<file path="config.mk">
export PLATFORM = sky130hd
export DESIGN_NAME = i_fetch
export DESIGN_NICKNAME = d
export VERILOG_FILES = /design/src/rtl/fetch_pkg.sv /design/src/rtl/i_fetch.sv
export SDC_FILE = /design/constraint.sdc
export NUM_CORES = 1
export LEC_CHECK = 0
export CORE_UTILIZATION = 42
export DETAILED_ROUTE_END_ITERATION = 6
export DONT_BUFFER_PORTS = 1
export PLACE_DENSITY = 0.64
export SYNTH_ARGS = -nofsm -noshare
export SYNTH_HDL_FRONTEND = slang
export SYNTH_SLANG_ARGS = --single-unit
</file>
<file path="constraint.sdc">
create_clock -name clk -period 2.5 [get_ports clk]
set_clock_uncertainty 0.15 [all_clocks]
set_input_delay 0.25 -clock clk [delete_from_list [all_inputs] [get_ports clk]]
set_output_delay 0.25 -clock clk [all_outputs]
set_load 0.01 [all_outputs]
</file>
<file path="src/rtl/fetch_pkg.sv">
// Shared definitions for the instruction fetch sequencer: widths, HALT opcode and FSM states.
package fetch_pkg;

    localparam int unsigned PC_W    = 8;
    localparam int unsigned INSTR_W = 16;

    localparam int unsigned OPC_MSB = 15;
    localparam int unsigned OPC_LSB = 12;
    localparam int unsigned OPC_W   = OPC_MSB - OPC_LSB + 1;

    localparam logic [OPC_W-1:0] OPC_HALT = 4'hF;

    typedef enum logic [1:0] {
        ST_IDLE      = 2'd0,
        ST_RUN       = 2'd1,
        ST_HALT_WAIT = 2'd2
    } state_t;

endpackage

</file>
<file path="src/rtl/i_fetch.sv">
// Instruction fetch sequencer: owns the PC, buffers one fetched word for decode,
// handles redirects and stops fetching once a HALT opcode has been captured.
module i_fetch #(
    parameter int unsigned                       PC_W     = fetch_pkg::PC_W,
    parameter int unsigned                       INSTR_W  = fetch_pkg::INSTR_W,
    parameter logic [fetch_pkg::OPC_W-1:0]       OPC_HALT = fetch_pkg::OPC_HALT
) (
    input  logic               clk,
    input  logic               rst,
    input  logic               start,
    output logic [PC_W-1:0]    imem_addr,
    input  logic [INSTR_W-1:0] imem_data,
    output logic [INSTR_W-1:0] instr,
    output logic [PC_W-1:0]    instr_pc,
    output logic               instr_valid,
    input  logic               instr_ready,
    input  logic               redirect,
    input  logic [PC_W-1:0]    redirect_pc,
    output logic               halted
);

    import fetch_pkg::*;

    state_t             r_state;
    logic [PC_W-1:0]    r_pc;
    logic [INSTR_W-1:0] r_instr;
    logic [PC_W-1:0]    r_instr_pc;
    logic               r_valid;
    logic               r_halted;

    logic               w_free;
    logic               w_is_halt;

    assign w_free    = !r_valid || instr_ready;
    assign w_is_halt = (imem_data[OPC_MSB:OPC_LSB] == OPC_HALT);

    always_ff @(posedge clk) begin
        if (rst) begin
            r_state    <= ST_IDLE;
            r_pc       <= '0;
            r_instr    <= '0;
            r_instr_pc <= '0;
            r_valid    <= 1'b0;
            r_halted   <= 1'b0;
        end else begin
            case (r_state)
                ST_IDLE: begin
                    if (start) begin
                        r_state <= ST_RUN;
                        r_pc    <= '0;
                    end
                end
                ST_RUN: begin
                    if (redirect) begin
                        r_valid <= 1'b0;
                        r_pc    <= redirect_pc;
                    end else if (w_free) begin
                        r_instr    <= imem_data;
                        r_instr_pc <= r_pc;
                        r_valid    <= 1'b1;
                        // HALT word is delivered but the PC parks on it
                        if (w_is_halt) begin
                            r_state <= ST_HALT_WAIT;
                        end else begin
                            r_pc <= r_pc + PC_W'(1);
                        end
                    end
                end
                ST_HALT_WAIT: begin
                    if (redirect) begin
                        r_valid  <= 1'b0;
                        r_pc     <= redirect_pc;
                        r_state  <= ST_RUN;
                        r_halted <= 1'b0;
                    end else if (!r_valid) begin
                        if (start) begin
                            r_state  <= ST_RUN;
                            r_pc     <= '0;
                            r_halted <= 1'b0;
                        end else begin
                            r_halted <= 1'b1;
                        end
                    end else if (instr_ready) begin
                        r_valid  <= 1'b0;
                        r_halted <= 1'b1;
                    end
                end
                default: begin
                    r_state <= ST_IDLE;
                end
            endcase
        end
    end

    assign imem_addr   = r_pc;
    assign instr       = r_instr;
    assign instr_pc    = r_instr_pc;
    assign instr_valid = r_valid;
    assign halted      = r_halted;

endmodule
</file>
# Word-level counts from Yosys, hierarchy flattened
# Index checks and enable logic that the tools add are counted.
[word_totals] ff_bits=36 output_inout_bits=34 word_cells=52
[op_classes] n_addsub=1 n_eq_ne=10 muxes=24 bitwise_logic=1 n_reduce_logical=10
[ops] cell="$mux 8" count=6
[ops] cell="$pmux 8 s3" count=1
[ops] cell="$mux 2" count=6
[ops] cell="$ne 3x3->1 const B" count=4
[ops] cell="$mux 1" count=9
[ops] cell="$add 8x1->8 const B" count=1
[ops] cell="$reduce_and 4->1" count=2
[ops] cell="$ne 2x2->1 const B" count=3
[ops] cell="$pmux 2 s3" count=1
[ops] cell="$eq 4x4->1 const B" count=1
[ops] cell="$reduce_and 2->1" count=2
[ops] cell="$reduce_and 3->1" count=1
[ops] cell="$reduce_bool 3->1" count=1
[ops] cell="$eq 2x1->1 const B" count=1
[ops] cell="$eq 2x2->1 const B" count=1
[ops] cell="$logic_not 2->1" count=1
[ops] cell="$pmux 1 s2" count=1
[ops] cell="$reduce_bool 2->1" count=1
[ops] cell="$logic_not 1->1" count=1
[ops] cell="$logic_or 1x1->1" count=1
[ops] cell="$not 1->1" count=1

# Depth between registers and ports, before layout
[depth] word_depth=5 mapped_depth=9 ltp_nobuf=7

# Worst setup path after synthesis
# Ideal clock, no wire load.
[synth_path] path_kind="reg-to-reg" startpoint="register r_state[0]" endpoint="register r_pc[2], in the netlist imem_addr[2]" setup_ns=0.128 arrival_time_ns=1.519 slack_ns=0.704 path_stages_with_launch=9 n_path_buf=2 period_less_slack_ns=1.796 cell_sequence="dfxtp_1 inv_1 ha_1 buf_2 o21a_1 buf_2 a22o_1 a21oi_1 nor3_2"
[synth_between] elab_chain_len=3 word_cells_on_any_way=9 classes_between="eq/ne: 5; mux: 1; reduce/logical: 3"
[synth_lines] element="start, declared" line_no="i_fetch.sv:24" rtl="state_t r_state;"
[synth_lines] element="start signal, assigned" line_no="i_fetch.sv:39" rtl="r_state <= ST_IDLE;"
[synth_lines] element="start signal, assigned" line_no="i_fetch.sv:49" rtl="r_state <= ST_RUN;"
[synth_lines] element="start signal, assigned" line_no="i_fetch.sv:63" rtl="r_state <= ST_HALT_WAIT;"
[synth_lines] element="$eq 2x1->1 (tied with other cells)" line_no="i_fetch.sv:46" rtl="case (r_state)"
[synth_lines] element="$ne 3x3->1 (no source line) or $reduce_bool 3->1 (tied branches)"
[synth_lines] element="$reduce_and 4->1 (no source line)"
[synth_lines] element="end signal, assigned" line_no="i_fetch.sv:56" rtl="r_pc <= redirect_pc;"
[synth_lines] element="end signal, assigned" line_no="i_fetch.sv:65" rtl="r_pc <= r_pc + PC_W'(1);"
[synth_lines] element="end signal, assigned" line_no="i_fetch.sv:72" rtl="r_pc <= redirect_pc;"
[synth_lines] element="end, declared" line_no="i_fetch.sv:25" rtl="logic [PC_W-1:0] r_pc;"
# Parallel ways exist; a longest one is shown, timed or not.
# A chain may end at the register's enable or synchronous reset.

# Final worst setup path
[layout_path] startpoint="register r_state[0]" endpoint="register r_pc[6], in the netlist imem_addr[6]"
# The elaborated chain is that of the path after synthesis.

==> qor.txt <==
Synth top area share: 41.26%
Fmax achieved: 0.5008 GHz
Synth warnings: 0
Power Internal: 1.055 mW
Core area: 0.004000 sq mm
Critical Path Source Type: flip-flop
Max Buffers Root-to-Sink: 2
IO Count: 63
Crit share post-route: 79.87%
GP Congestion: 0.8859
CTS tree: done
Clk root buf: clkbuf_8
Chip Height: 66.49 um
Synth Register Bits: 36
Reg2reg setup slack: 0.50 ns
Post-synthesis cell area: 0.001747 sq mm
GRT overflow: 0
Post-CTS repair timing setup buffer count: 0
Sw Share: 36.38%
Type of destination of the critical path: flip-flop
Commonest cells post-synth: nand2_1, dfxtp_1, a21oi_1, nor2_1
Crit path max fanout: 11
Worst R2R Path Depth: 5
Clk_lat worst skew: 0.29 ns
Area contributors post-synth: dfxtp_1, nand2_1, a21oi_1
Worst R2R End: imem_addr[6]$_SDFFE_PP0P_
Final Hold Viols: 0
Drt pass-1 iters: 4
TNS Setup: 0 ns
Htree depth: 2
Gate power share: 32.6%
Setup violators final: 0
Largest net degree at the start of global routing: 33
ANT cells: 0
Worst Path Arrival: 2.03 ns
Share of cells above drive strength 1: 7.826%
Critical path required time: 2.53 ns
Final net count: 263
Via count: 1524
Port Buffers: 0
All-Layer GR Usage: 19.67%
Max VDD drop: 0.3774 mV
Number of max-cap violations: 0
Asr flop ratio synth: 0%
Status: finished, final reports clean
Initial DRC Count: 71
Power Dens Cells: 827.5 mW/mm^2
Unrepaired setup endpoints after global routing: no
Min-delay src: rst
Final Max Slew Viols: 0
Lkg Pwr: 0.6965 nW
Clock Power Share: 24.3%
Fill cells: 386
Syn_nets: 250
Mapped Cells: 216
HP Class: input port to flip-flop
R2R Path Start: r_state[0]$_SDFFE_PP0P_
Top_reg_cell synth: dfxtp_1
Top-count cell post-synth: nand2_1
Clock sinks: 36
Vias in the first global route: 1395
Flop pwr share: 43.1%
Worst Hold Path EP: imem_addr[7]$_SDFFE_PP0P_
Initial antenna violation count: 0
Synth-to-Final Area Change: 14.68%
Yosys top cell by area: dfxtp_1
Row count: 23
Initial Utilization: 43.67%
Worst hold slack: 0.01209 ns
Placed cell area: 0.001725 sq mm
Sequential area share after synthesis: 41.26%
Switching power: 0.6030 mW
Max-slew headroom: 76.28%
Syn_area_per_cell: 8.086 sq um
HPWL after DPL: 2695 um
Detailed-route wire length: 4133 um
Global-route wire length before repair: 6465 um
DR WL/cell: 14.76 um
Final ANT Viol Nets: 0
Number of flops mapped to enable cells by yosys: 0
Number of remaining DRC errors: 0
Post-synth cell types: 44
Final min period: 1.997 ns
Hold Path Stages: 3
Die W: 66.49 um
Tightest Pin Transition: 0.3558 ns
Reg clk slew, reported paths: 0.07 ns
TritonCTS Buffers: 5
Final Cell Area: 0.002003 sq mm
WS Path Type: flip-flop to flip-flop
DR vias/cell: 5.443
Die area: 0.004421 sq mm
per-layer routing:
| metal | vias to the layer above | global-route usage (%) | wire, um |
|---|---|---|---|
| li1 | 773 | - | - |
| met1 | 686 | 22.83 | 1748 |
| met2 | 58 | 30.74 | 1887 |
| met3 | 7 | 9.589 | 436 |
| met4 | 0 | 7.979 | 61 |
| met5 | - | 0 | 0 |
power groups by stage:
stage / clock, mW / sequential (mW) / combinational (mW)
after floorplan: 0 / 0.713 / 0.458
after global placement: 0 / 0.727 / 0.502
after detailed placement: 0 / 0.730 / 0.503
after CTS: 0.419 / 0.716 / 0.540
after global routing: 0.449 / 0.725 / 0.608
final: 0.402 / 0.715 / 0.540
timing repair:
item	in CTS	in global routing
gates resized for setup	0	0
endpoints found under the hold margin	32	0
hold buffers	18	0
layout by cell type (no fill, tap or decap), types with 2 or more instances in the layout:
cell type | netlist | layout
o21ai_1 | 2 | 2
nand4_1 | 2 | 2
clkinv_2 | 0 | 2
nand3_1 | 4 | 4
nor2_1 | 7 | 7
a32oi_1 | 2 | 2
o21ai_0 | 4 | 4
ha_1 | 5 | 5
dfxtp_1 | 36 | 36
inv_1 | 5 | 5
or3_1 | 3 | 3
a22oi_1 | 5 | 5
nor2b_1 | 4 | 4
o21bai_1 | 2 | 2
a211oi_1 | 2 | 2
nand2b_1 | 3 | 3
clkbuf_8 | 0 | 5
buf_4 | 1 | 2
o31ai_1 | 2 | 2
dlygate4sd3_1 | 0 | 17
and2_1 | 2 | 2
a21oi_1 | 29 | 29
nand2_1 | 59 | 59
a22o_1 | 4 | 4
flip-flops by register name (all words and copies together), names as in the netlist:
| signal | cells |
|---|---|
| halted | 1 |
| instr | 16 |
| imem_addr | 8 |
| instr_valid | 1 |
| r_state | 2 |
| instr_pc | 8 |
area by class of cell:
class | count | area, sq um | share of cell area, %
multi-input cells | 161 | 908.4 | 45.35
repair buffers | 20 | 205.2 | 10.24
clock buffers | 5 | 68.82 | 3.435
well taps | 50 | 62.56 | 3.123
clock inverters | 3 | 18.77 | 0.9369
flip-flops and latches | 36 | 720.7 | 35.98
inverters | 5 | 18.77 | 0.9369
through the flow:
| stage | power, mW | utilization, % | setup slack [ns] | cells |
|---|---|---|---|---|
| 6_report | 1.658 | 50.08 | 0.5032 | 280 |
| 2_1_floorplan | 1.171 | - | 0.7035 | 216 |
| 3_5_place_dp | 1.233 | 43.13 | 0.5033 | 254 |
| 4_1_cts | 1.674 | 50.08 | 0.5026 | 280 |
| 5_1_grt | 1.781 | 50.08 | 0.3689 | 280 |
| 3_3_place_gp | 1.229 | 43.13 | 0.5385 | 254 |
worst max-delay path by stage:
stage                                 start                   endpoint  slack (ns)  depth (start not counted)
global route        r_state[0]$_SDFFE_PP0P_  imem_addr[1]$_SDFFE_PP0P_        0.37                          6
detailed placement  r_state[0]$_SDFFE_PP0P_  imem_addr[6]$_SDFFE_PP0P_        0.50                          5
floorplan           r_state[0]$_SDFFE_PP0P_  imem_addr[2]$_SDFFE_PP0P_        0.70                          8
finish              r_state[0]$_SDFFE_PP0P_  imem_addr[6]$_SDFFE_PP0P_        0.50                          5
global placement    r_state[0]$_SDFFE_PP0P_  imem_addr[0]$_SDFFE_PP0P_        0.54                          6
CTS                 r_state[0]$_SDFFE_PP0P_  imem_addr[0]$_SDFFE_PP0P_        0.50                          6
worst max-delay path, stage by stage (launching register included):
cell and delay [ns]:
dfxtp_1 0.37, inv_1 0.09, ha_1 0.32, or3_1 0.48, and4b_4 0.25, a22o_2 0.23
logic make-up (layout without fill, tap and decap cells):
logic type	count (synthesis)	in the layout	share of synthesized area [%]
flops	36	36	41.26
compound gates	63	63	23.28
fa+ha+maj	5	5	3.582
xor+xnor	1	1	0.5015
buf+inv	19	33	6.733
simple gates	92	92	24.64
(Power assumes the default switching activity.)
